==> src/rtl/ysyx_22040895_lsu_pkg.sv <==
// Shared widths, encodings and alignment helper for the ysyx_22040895 load/store unit.
package ysyx_22040895_lsu_pkg;

    localparam int ysyx_22040895_slLength    = 2;
    localparam int ysyx_22040895_munitLength = 2;

    typedef enum logic [ysyx_22040895_slLength-1:0] {
        SL_NONE  = 2'b00,
        SL_STORE = 2'b01,
        SL_LOAD  = 2'b10,
        SL_LOADU = 2'b11
    } sl_e;

    typedef enum logic [ysyx_22040895_munitLength-1:0] {
        MUNIT_B = 2'b00,
        MUNIT_H = 2'b01,
        MUNIT_W = 2'b10,
        MUNIT_D = 2'b11
    } munit_e;

    typedef enum logic [1:0] {
        LSU_IDLE = 2'b00,
        LSU_REQ  = 2'b01,
        LSU_WAIT = 2'b10
    } lsu_state_e;

    // Byte-offset bits that must be zero for a naturally aligned access of this width.
    function automatic logic [2:0] offset_mask(input munit_e munit);
        case (munit)
            MUNIT_B: offset_mask = 3'b000;
            MUNIT_H: offset_mask = 3'b001;
            MUNIT_W: offset_mask = 3'b011;
            default: offset_mask = 3'b111;
        endcase
    endfunction

endpackage

==> src/rtl/ysyx_22040895_lsu_align.sv <==
// Byte-lane steering for the LSU: store strobes and data shift, load shift and extension.
module ysyx_22040895_lsu_align
    import ysyx_22040895_lsu_pkg::*;
(
    input  logic [1:0]  wr_munit,
    input  logic [2:0]  wr_off,
    input  logic [63:0] wr_data,
    output logic [7:0]  wr_strb,
    output logic [63:0] wr_data_sh,
    input  logic [1:0]  rd_munit,
    input  logic [2:0]  rd_off,
    input  logic        rd_signed,
    input  logic [63:0] rd_data,
    output logic [63:0] rd_result
);

    logic [7:0]  strb_base;
    logic [63:0] rd_sh;

    // NOTE: every always_comb output gets a default first so no latch is inferred.
    always_comb begin
        strb_base = 8'h01;
        case (munit_e'(wr_munit))
            MUNIT_B: strb_base = 8'h01;
            MUNIT_H: strb_base = 8'h03;
            MUNIT_W: strb_base = 8'h0f;
            MUNIT_D: strb_base = 8'hff;
            default: strb_base = 8'h01;
        endcase
    end

    assign wr_strb    = strb_base << wr_off;
    assign wr_data_sh = wr_data << {wr_off, 3'b000};
    assign rd_sh      = rd_data >> {rd_off, 3'b000};

    always_comb begin
        rd_result = rd_sh;
        case (munit_e'(rd_munit))
            MUNIT_B: rd_result = {{56{rd_signed & rd_sh[7]}},  rd_sh[7:0]};
            MUNIT_H: rd_result = {{48{rd_signed & rd_sh[15]}}, rd_sh[15:0]};
            MUNIT_W: rd_result = {{32{rd_signed & rd_sh[31]}}, rd_sh[31:0]};
            MUNIT_D: rd_result = rd_sh;
            default: rd_result = rd_sh;
        endcase
    end

endmodule

==> src/rtl/ysyx_22040895_lsu.sv <==
// Load/store unit: request/response handshake to data memory with pipeline stall.
// Define YSYX_22040895_MISALIGN_CHECK_EN to flag misaligned accesses instead of force-aligning them.
module ysyx_22040895_lsu
    import ysyx_22040895_lsu_pkg::*;
#(
    parameter int ADDR_W = 64,
    parameter int DATA_W = 64
) (
    input  logic                               clk,
    input  logic                               rst,
    input  logic                               valid_i_lsu,
    input  logic [ysyx_22040895_slLength-1:0]  sl_i_lsu,
    input  logic [ysyx_22040895_munitLength-1:0] munit_i_lsu,
    input  logic [ADDR_W-1:0]                  addr_i_lsu,
    input  logic [DATA_W-1:0]                  wdata_i_lsu,
    output logic                               stall_o_lsu,
    output logic                               done_o_lsu,
    output logic [DATA_W-1:0]                  rdata_o_lsu,
    output logic                               misalign_o_lsu,
    output logic                               mem_req_o_lsu,
    output logic                               mem_we_o_lsu,
    output logic [ADDR_W-1:0]                  mem_addr_o_lsu,
    output logic [DATA_W-1:0]                  mem_wdata_o_lsu,
    output logic [7:0]                         mem_wstrb_o_lsu,
    input  logic                               mem_gnt_i_lsu,
    input  logic                               mem_rvalid_i_lsu,
    input  logic [DATA_W-1:0]                  mem_rdata_i_lsu
);

    lsu_state_e        state_q, state_d;
    sl_e               sl_q;
    munit_e            munit_q;
    logic [2:0]        off_q;
    logic [ADDR_W-1:0] addr_q;
    logic [DATA_W-1:0] wdata_q;
    logic [7:0]        wstrb_q;
    logic              done_q, done_d;
    logic [DATA_W-1:0] rdata_q;

    logic              op_valid, aligned, accept;
    logic [2:0]        off_eff;
    logic [7:0]        wr_strb;
    logic [DATA_W-1:0] wr_data_sh, rd_result;

    // done_q blocks re-accepting the instruction that is still presented in its completion cycle.
    assign op_valid = (state_q == LSU_IDLE) & valid_i_lsu
                    & (sl_e'(sl_i_lsu) != SL_NONE) & ~done_q;

`ifdef YSYX_22040895_MISALIGN_CHECK_EN
    logic misalign_q;

    assign aligned = (addr_i_lsu[2:0] & offset_mask(munit_e'(munit_i_lsu))) == 3'b000;
    assign off_eff = addr_i_lsu[2:0];

    always_ff @(posedge clk or negedge rst) begin
        if (!rst) misalign_q <= 1'b0;
        else      misalign_q <= op_valid & ~aligned & ~misalign_q;
    end

    assign misalign_o_lsu = misalign_q;
`else
    assign aligned        = 1'b1;
    assign off_eff        = addr_i_lsu[2:0] & ~offset_mask(munit_e'(munit_i_lsu));
    assign misalign_o_lsu = 1'b0;
`endif

    assign accept = op_valid & aligned;

    ysyx_22040895_lsu_align u_align (
        .wr_munit   (munit_i_lsu),
        .wr_off     (off_eff),
        .wr_data    (wdata_i_lsu),
        .wr_strb    (wr_strb),
        .wr_data_sh (wr_data_sh),
        .rd_munit   (munit_q),
        .rd_off     (off_q),
        .rd_signed  (sl_q == SL_LOAD),
        .rd_data    (mem_rdata_i_lsu),
        .rd_result  (rd_result)
    );

    always_comb begin
        state_d = state_q;
        done_d  = 1'b0;
        case (state_q)
            LSU_IDLE: if (accept) state_d = LSU_REQ;
            LSU_REQ: begin
                if (mem_gnt_i_lsu) begin
                    state_d = (sl_q == SL_STORE) ? LSU_IDLE : LSU_WAIT;
                    done_d  = (sl_q == SL_STORE);
                end
            end
            LSU_WAIT: begin
                if (mem_rvalid_i_lsu) begin
                    state_d = LSU_IDLE;
                    done_d  = 1'b1;
                end
            end
            default: state_d = LSU_IDLE;
        endcase
    end

    // NOTE: the capture registers are reset too, so every mem output reads 0 straight out of reset.
    always_ff @(posedge clk or negedge rst) begin
        if (!rst) begin
            state_q <= LSU_IDLE;
            done_q  <= 1'b0;
            rdata_q <= '0;
            sl_q    <= SL_NONE;
            munit_q <= MUNIT_B;
            off_q   <= 3'b000;
            addr_q  <= '0;
            wdata_q <= '0;
            wstrb_q <= 8'h00;
        end else begin
            state_q <= state_d;
            done_q  <= done_d;
            if (state_q == LSU_WAIT && mem_rvalid_i_lsu) rdata_q <= rd_result;
            if (accept) begin
                sl_q    <= sl_e'(sl_i_lsu);
                munit_q <= munit_e'(munit_i_lsu);
                off_q   <= off_eff;
                addr_q  <= {addr_i_lsu[ADDR_W-1:3], 3'b000};
                wdata_q <= wr_data_sh;
                wstrb_q <= wr_strb;
            end
        end
    end

    assign stall_o_lsu     = (state_q != LSU_IDLE) | accept;
    assign done_o_lsu      = done_q;
    assign rdata_o_lsu     = rdata_q;
    assign mem_req_o_lsu   = (state_q == LSU_REQ);
    assign mem_we_o_lsu    = (state_q == LSU_REQ) & (sl_q == SL_STORE);
    assign mem_addr_o_lsu  = addr_q;
    assign mem_wdata_o_lsu = wdata_q;
    assign mem_wstrb_o_lsu = wstrb_q;

endmodule

==> config.mk <==
export PLATFORM = sky130hd
export DESIGN_NAME = ysyx_22040895_lsu
export DESIGN_NICKNAME = d
export VERILOG_FILES = /design/src/rtl/ysyx_22040895_lsu_pkg.sv /design/src/rtl/ysyx_22040895_lsu_align.sv /design/src/rtl/ysyx_22040895_lsu.sv
export SDC_FILE = /design/constraint.sdc
export NUM_CORES = 1
export LEC_CHECK = 0
export ABC_AREA = 1
export CORE_ASPECT_RATIO = 0.8
export CORE_MARGIN = 2
export CORE_UTILIZATION = 45
export CTS_BUF_LIST = sky130_fd_sc_hd__clkbuf_2 sky130_fd_sc_hd__clkbuf_4 sky130_fd_sc_hd__clkbuf_8
export DETAILED_ROUTE_END_ITERATION = 8
export HOLD_SLACK_MARGIN = 0.08
export PLACE_DENSITY = 0.8
export SLEW_MARGIN = 15
export SYNTH_ARGS = -nofsm -noshare
export SYNTH_HDL_FRONTEND = slang
export SYNTH_SLANG_ARGS = --single-unit
==> constraint.sdc <==
create_clock -name clk -period 4.8 [get_ports clk]
set_input_delay 0.96 -clock clk [delete_from_list [all_inputs] [get_ports clk]]
set_output_delay 0.96 -clock clk [all_outputs]
set_load 0.05 [all_outputs]
# After elaboration in Yosys (flattened, before gate mapping)
# Cells that the tools add are included.
word_totals:
  register_bits: 207
  latch_bits: 0
  ramBits: 0
  mem_bits_ro: 0
  out_inout_bits: 205
  memories: 0
op_classes:
  n_addsub: 0
  multipliers: 0
  div_mod_pow: 0
  order_cmp: 0
  eq_ne: 13
  shift: 3
  mux: 11
  bitwise: 11
  n_reduce_logical: 7
ops:
  columns: ["op", "count"]
  rows:
  - ["64-bit case mux with 4 select lines", 1]
  - ["64-bit by 6-bit left shift with 64-bit output", 1]
  - ["64-bit by 6-bit >> shifter with 64-bit output", 1]
  - ["8-bit case mux with 4 select lines", 1]
  - ["2-bit == test (second input constant)", 6]
  - ["3-bit case mux with 3 select lines", 1]
  - ["2-bit by 1-bit == test with 1-bit output (second input constant)", 4]
  - ["2-bit two-way mux", 4]
  - ["8-bit by 3-bit left shift with 8-bit output", 1]
  - ["1-bit bitwise AND", 7]
  - ["2-bit zero test", 3]
  - ["2-bit case mux with 3 select lines", 1]
  - ["2-bit inequality test (second input constant)", 2]
  - ["2-bit nonzero test", 2]
  - ["3-bit bitwise AND", 1]
  - ["3-bit NOT", 1]
  - ["3-bit AND reduction", 1]
  - ["1-bit two-way mux", 2]
  - ["2-bit by 1-bit inequality test with 1-bit output (second input constant)", 1]
  - ["1-bit case mux with 2 select lines", 1]
  - ["1-bit logical AND", 1]
  - ["1-bit NOT", 1]
  - ["1-bit bitwise OR", 1]

# Longest topological paths before layout
# Gate-level depths: netlist of the first run.
depth:
  word_depth: 6
  depth_mapped: 12

# Modules after synthesis
# From an unflattened synthesis of the first run, not the netlist that was laid out.
unflattened:
  cells_unflattened: 1622
  hier_area_um2: 11972.7
by_module_without_submodules:
  columns: ["mod", "instances", "cells_per_inst", "area_each_um2", "seq_area_each_um2"]
  rows:
  - ["ysyx_22040895_lsu", 1, 771, 7948.9, 5180.0]
  - ["ysyx_22040895_lsu_align", 1, 851, 4023.9, 0.0]

# Least setup slack after synthesis of the first run
# OpenSTA, ideal clock, no wires.
synth_timing:
  path_type: "input to output"
  from: "input port sl_i_lsu[1]"
  to: "output port stall_o_lsu"
  arrival_ps: 2051
  t_required_ps: 3840
  path_slack_ps: 1789
  stages: 4
  n_path_buf: 2
  cell_sequence: "o21ai_2 -> clkbuf_1 -> buf_2 -> nand2_1"
synth_between:
  elab_chain_cells: 4
synth_rtl:
  columns: ["item", "line", "text"]
  rows:
  - ["start: declaration", "ysyx_22040895_lsu.sv:12", "input logic [ysyx_22040895_slLength-1:0] sl_i_lsu,"]
  - ["2-bit nonzero test", "ysyx_22040895_lsu.sv:47", "& (sl_e'(sl_i_lsu) != SL_NONE) & ~done_q;"]
  - ["1-bit bitwise AND (2 in a row)", "ysyx_22040895_lsu.sv:47", null]
  - ["1-bit bitwise OR", "ysyx_22040895_lsu.sv:130", "assign stall_o_lsu = (state_q != LSU_IDLE) | accept;"]
  - ["end: declaration", "ysyx_22040895_lsu.sv:16", "output logic stall_o_lsu,"]
# No other way between the ends.

# Final worst setup path of the first run
layout_timing:
  from: "input port valid_i_lsu"
  to: "output port stall_o_lsu"
layout_between:
  elab_chain_cells: 4
layout_rtl:
  columns: ["item", "line", "text"]
  rows:
  - ["start: declaration", "ysyx_22040895_lsu.sv:11", "input logic valid_i_lsu,"]
  - ["1-bit bitwise AND", "ysyx_22040895_lsu.sv:46", "assign op_valid = (state_q == LSU_IDLE) & valid_i_lsu"]
  - ["1-bit bitwise AND (2 in a row)", "ysyx_22040895_lsu.sv:47", null]
  - ["1-bit bitwise OR", "ysyx_22040895_lsu.sv:130", null]
# No other way between the ends.

==> impl_metrics.ini, run 1 <==
[worst_setup_path]
cp_max_fo = 2
startpoint_type = input pin
worstSetupPathType = input pin to primary output
cp-end-kind = primary output
path_cells = clkdlybuf4s50_1 > nand2_1 > nor2_1 > o21ai_4 > nand2_1 > clkdlybuf4s50_1
path_delay_family = buffers and inverters
cpPeakStageDelay_ns = 0.79
required_ns = 3.84
worst-path-buf-inv = 2
arrival_ns = 2.59
regToRegSetupSlack_ns = 1.68
cpMaxStageDelayCell = clkdlybuf4s50_1

[global_routing]
grt_max_degree = 135
grt_pass1_vias = 12200
antenna_found_initial = 3
grt_pass1_wl_um = 69000
grt_use_total_pct = 32.7
grt.overflow.total = 0

[sta]
skew_ns = 0.0321
slew_headroom_pct = 20.8
max_clock_freq_mhz = 282
fin_crit_ns = 3.55
min_period_over_period_pct = 74.0
max_slew.worst_pin.slew_ns = 1.18
setup_viol = 0
hold_viol_final = 0
rsz0062_at_grt = no
setup_tns_ns = 0
slew_violations = 0

[routing]
wl_per_cell_um = 19.4
drtIter0Drc = 1314
wl_um = 44900
ant_nets = 0
vias = 12800
vias_per_cell = 5.53
drc_errors = 0
drt_pass1_iterations = 8

[clocking]
h-tree-depth = 2
insertion_delay_ns = 0.53
cts.repair.resized = 0
cts-root-buf = clkbuf_8
cts_sinks = 207
post_cts_buffers = 0
clockBufferDepth = 3
cts_buffers = 37
cts_hold_buf = 0
cts_tree = done
path_clk_slew_ns = 0.06

[synth]
synth-compound-area-share_pct = 12.4
synth_area_sq_um = 11600
ys.flop_type = dfrtp_1
ys_top_cells_by_area = dfrtp_1, nand2_1, nor2_1, nand3_1, o21ai_1
netlist.area_leader.share_pct = 44.6
ys_seq_area_share_pct = 44.6
yosys.area_share.simple_pct = 34.9
synthMuxAreaShare_pct = 0
ys_async_sr_fraction_pct = 100
synth_xor_area_share_pct = 0
synth_edf_count = 0
postSynthCellCount = 1624
yosys_warnings = 0
synth_top_family_by_area = simple AND/OR/NAND/NOR gates
synth_top_area_cell = dfrtp_1
syn_avg_cell_area_sq_um = 7.16
synth_seq_cells = 207
ys_types = 39
synth_fa_ha_area_share_pct = 0.431

[layout]
fillers = 2202
final_common_cell = nand2_1
final_cell_mix = nand2_1, clkdlybuf4s50_1, dfrtp_1
layout.nets = 2169
layout-area-overhead-vs-synth_pct = 40.0
drive_above_1_share_pct = 5.90
utilization_pct = 64.1
finish.instance_area_sq_um = 16300

[pwr]
clkPwrFrac_pct = 13.1
irDropWorstVdd_uv = 464
switching_share_pct = 53.0
combPwrFrac_pct = 61.7
pwr-share-seq_pct = 25.2
static-leakage-power_nw = 7.79
p_switching_mw = 6.68
pwr_density_cell_nw_per_um2 = 775
p_int_mw = 5.93

[die]
start_util_pct = 45.8
io_pins = 406
die_y_um = 148
std_cell_rows = 52
design.die.area_sq_um = 27100
die_w_um = 184
design.core.area_sq_um = 25400

[placed_design]
portBuffers = 401
gp_congestion = 1.03
placed_area_sq_um = 15600
dp_hpwl_um = 32400

[hold_path]
hp-class = flip-flop to flip-flop

[run_status]
status = finished, final reports clean

[run]
cap_violations = 0
## cell families (layout without fill, tap and decap cells)
| group | after synthesis | after routing |
|---|---|---|
| AOI/OAI and AO/OA | 245 | 245 |
| adders and majority gates | 4 | 4 |
| buffers and inverters | 180 | 536 |
| DFF | 207 | 207 |
| other | 1 | 6 |
| and+or+nand+nor | 987 | 987 |
## flip-flops by register name (all words and copies together) (netlist names)
register         count
done_o_lsu           1
mem_addr_o_lsu      61
mem_wdata_o_lsu     64
mem_wstrb_o_lsu      8
munit_q              2
off_q                3
rdata_o_lsu         64
sl_q                 2
state_q              2
## layout make-up
| type | instances | area (sq um) | area share, % |
|---|---|---|---|
| Multi-Input combinational cell | 1240 | 5570 | 34.2 |
| Timing Repair Buffer | 417 | 4160 | 25.6 |
| Clock inverter | 2 | 10.0 | 0.0615 |
| Antenna cell | 2 | 5.00 | 0.0308 |
| Clock buffer | 56 | 708 | 4.35 |
| Inverter | 61 | 229 | 1.41 |
| Tap cell | 324 | 405 | 2.49 |
| Sequential cell | 207 | 5180 | 31.8 |
## power by group through the flow
stage	clock, mW	combinational, mW	sequential [mW]
after floorplan	0	2.35	5.86
after global placement	0	7.67	3.15
after detailed placement	0	7.76	3.16
after CTS	1.67	7.78	3.16
after global routing	1.75	8.23	3.26
final	1.65	7.79	3.18
## cells in the mapped netlist, types with 6 or more instances
cell,count
a21oi_1,37
a22o_1,10
a22oi_1,7
a31oi_1,9
buf_1,6
buf_2,58
buf_4,17
buf_6,9
clkbuf_1,28
dfrtp_1,207
inv_1,50
inv_2,11
nand2_1,606
nand3_1,126
nand3_2,14
nand4_1,8
nor2_1,205
nor2_2,7
nor3_1,6
o211ai_1,40
o21ai_0,54
o21ai_1,73
o21bai_1,6
## worst register-to-register path: cells and delay by family, from the launching register on
family	cells	cell delay (ns)
AO/OA/AOI/OAI	1	0.20
buffers and inverters	3	1.35
flip-flops	1	0.36
AND/OR/NAND/NOR	4	1.13
## layer usage
layer | GRT usage (%) | vias to the layer above | share of wire (%)
met3 | 10.1 | 141 | 11
met5 | 0 | - | 0.020
met4 | 14.2 | 2 | 4.8
li1 | - | 5911 | -
met2 | 50.3 | 720 | 44
met1 | 42.8 | 6001 | 40
## final timing paths
kind / from / endpoint / cells after the start
max: valid_i_lsu / stall_o_lsu / 6
min: mem_addr_o_lsu[21]$_DFFE_PN0P_ / mem_addr_o_lsu[21]$_DFFE_PN0P_ / 2
max reg2reg: off_q[2]$_DFFE_PN0P_ / rdata_o_lsu[15]$_DFFE_PN0P_ / 8
min reg2reg: mem_addr_o_lsu[21]$_DFFE_PN0P_ / mem_addr_o_lsu[21]$_DFFE_PN0P_ / 2
max in group asynchronous: rst / mem_wdata_o_lsu[52]$_DFFE_PN0P_ / 2
min in group asynchronous: rst / rdata_o_lsu[19]$_DFFE_PN0P_ / 1
## metrics by stage
stage / setup WS (ns) / power [mW] / instances / hold WS (ns)
2_1_floorplan: 1.79 / 8.20 / 1627 / 0.463
3_3_place_gp: 1.22 / 10.8 / 2249 / 0.461
3_5_place_dp: 1.24 / 10.9 / 2249 / 0.465
4_1_cts: 1.24 / 12.6 / 2307 / 0.481
5_1_grt: 1.17 / 13.2 / 2308 / 0.501
6_report: 1.25 / 12.6 / 2309 / 0.477
No activity file was read; power rests on OpenSTA's default activity.
==> inputs of run 2 (changes only) <==
- CORE_UTILIZATION: 45 -> 43
- clock period: 4.8 -> 3.2 ns (I/O delays scaled with it)
==> run 2 against run 1 <==
  * Global-route usage shrank 1.0 points
  * Worst hold slack worse by 0.40 ns
  * Final cell count up 2.3%
  * Power grew 53%
  * Via count shrank 0.40%
  * Sequential cell count unchanged
  * Cell area grew 1.7%
  * Routed wire length is 1.8% higher
  * Non-clock buffer count grew 13
  * Largest power group unchanged
==> impl_metrics.ini, run 2 (synthesized netlist as in run 1, its figures left out) <==
[die]
io_pins = 406
die_w_um = 188
design.core.area_sq_um = 26400
start_util_pct = 44.0
std_cell_rows = 53
design.die.area_sq_um = 28400
die_y_um = 151

[global_routing]
grt_pass1_vias = 12300
antenna_found_initial = 3
grt.overflow.total = 0
grt_max_degree = 90
grt_pass1_wl_um = 69600
grt_use_total_pct = 31.7

[worst_setup_path]
required_ns = 2.56
cpPeakStageDelay_ns = 0.84
cpMaxStageDelayCell = clkdlybuf4s50_1
cp_max_fo = 4
ff2ff_path_depth = 8
arrival_ns = 2.28
startpoint_type = flip-flop
path_delay_family = buffers and inverters
path_depth = 5
worstSetupPathType = flip-flop to primary output
path_cells = inv_1 > ha_1 > inv_1 > nor2_1 > clkdlybuf4s50_1
worst-path-buf-inv = 3
cp_common_cell = inv_1
cp-end-kind = primary output

[sta]
slew_headroom_pct = 47.1
rsz0062_at_grt = no
skew_ns = 0.0171
slew_violations = 0
max_slew.worst_pin.slew_ns = 0.793
setup_viol = 0
fin_crit_ns = 2.92
hold_viol_final = 0
setup_tns_ns = 0
max_clock_freq_mhz = 342
min_period_over_period_pct = 91.4

[hold_path]
hp-class = input pin to async pin

[routing]
vias = 12700
drc_errors = 0
drtIter0Drc = 1305
drt_pass1_iterations = 6
wl_per_cell_um = 19.3
vias_per_cell = 5.39
wl_um = 45700
ant_nets = 0

[pwr]
pwr_density_cell_nw_per_um2 = 1170
total_power_mw = 19.3
static-leakage-power_nw = 7.92
irDropWorstVdd_uv = 980

[placed_design]
placed_area_sq_um = 15700
dp_hpwl_um = 33800
portBuffers = 401
gp_congestion = 1.05

[clocking]
post_cts_buffers = 0
insertion_delay_ns = 0.52
cts_tree = done
cts_hold_buf = 0
cts_sinks = 207
h-tree-depth = 2
clockBufferDepth = 3
cts_buffers = 37
cts-root-buf = clkbuf_8
cts.repair.resized = 0
path_clk_slew_ns = 0.06

[run]
cap_violations = 0

[layout]
drive_above_1_share_pct = 6.89
final_common_cell = nand2_1
layout-area-overhead-vs-synth_pct = 42.4
fillers = 2342
finish.instance_area_sq_um = 16600
layout.nets = 2182
final_cell_mix = nand2_1, clkdlybuf4s50_1, dfrtp_1
utilization_pct = 62.7

[run_status]
status = finished, final reports clean
==> run 2: cell types whose count changed in the layout (fill, tap and decap cells not counted), sizes merged <==
| cell | before | now |
|---|---|---|
| clkdlybuf4s50 | 400 | 399 |
| clkinvlp | 0 | 2 |
| bufinv | 0 | 3 |
| buf | 16 | 31 |
| clkbuf | 57 | 55 |
| clkinv | 2 | 5 |
==> run 2: worst reg2reg max path, cell delays in order (launching register included) <==
cell	delay, ns
dfrtp_1	0.50
inv_2	0.35
nand3_2	0.13
nand3_1	0.12
nand3_2	0.52
buf_4	0.42
nand3_1	0.08
nor2_1	0.07
nor2_1	0.11
==> run 2: routing by layer <==
layer  wire [um]  vias up  global-route usage, %
met4        1320        4                   10.7
met2       20400      687                   49.3
met3        5190       90                   9.96
met1       18700     5988                   42.1
li1            -     5955                      -
met5          29        -                      0
==> run 2: path summary, 6_finish.rpt <==
check                                               startpoint                         endpoint  slack (ns)
worst max-delay path                    state_q[1]$_DFFE_PN0P_                     mem_we_o_lsu        0.28
worst min-delay path                                       rst       rdata_o_lsu[8]$_DFFE_PN0P_        0.07
worst max register to register            off_q[1]$_DFFE_PN0P_      rdata_o_lsu[40]$_DFFE_PN0P_        0.82
worst min register to register  mem_addr_o_lsu[49]$_DFFE_PN0P_   mem_addr_o_lsu[49]$_DFFE_PN0P_        0.48
max in group asynchronous                                  rst  mem_wdata_o_lsu[24]$_DFFE_PN0P_        2.27
min in group clk                mem_addr_o_lsu[49]$_DFFE_PN0P_   mem_addr_o_lsu[49]$_DFFE_PN0P_        0.48
==> run 2: per-stage QoR <==
step / hold slack (ns) / setup slack [ns] / std cells
2_1_floorplan: 0.344 / 0.790 / 1627
3_3_place_gp: 0.461 / 0.540 / 2295
3_5_place_dp: 0.464 / 0.473 / 2295
4_1_cts: 0.107 / 0.228 / 2360
5_1_grt: 0.121 / 0.138 / 2360
6_report: 0.0734 / 0.276 / 2362
==> run 2: final cells by class <==
cell class	instances	area, sq um	area share, %
Clock inverter	10	130	0.786
Sequential cell	207	5180	31.3
Inverter	61	229	1.38
Tap cell	357	447	2.70
Antenna cell	2	5.00	0.0302
Clock buffer	55	719	4.35
Multi-Input combinational cell	1240	5570	33.7
Timing Repair Buffer	430	4270	25.8
==> run 2: where the power goes <==
part	internal (mW)	switching, mW	total [mW]
registers	3.89	0.952	4.84
logic	3.64	8.03	11.7
clock network	1.68	1.15	2.83
total	9.21	10.1	19.3
==> inputs of run 3 (changes only) <==
- GPL_TIMING_DRIVEN: default -> 1
==> results of run 3 <==
Same layout as run 2: the final DEF is identical, and so are final timing and power.
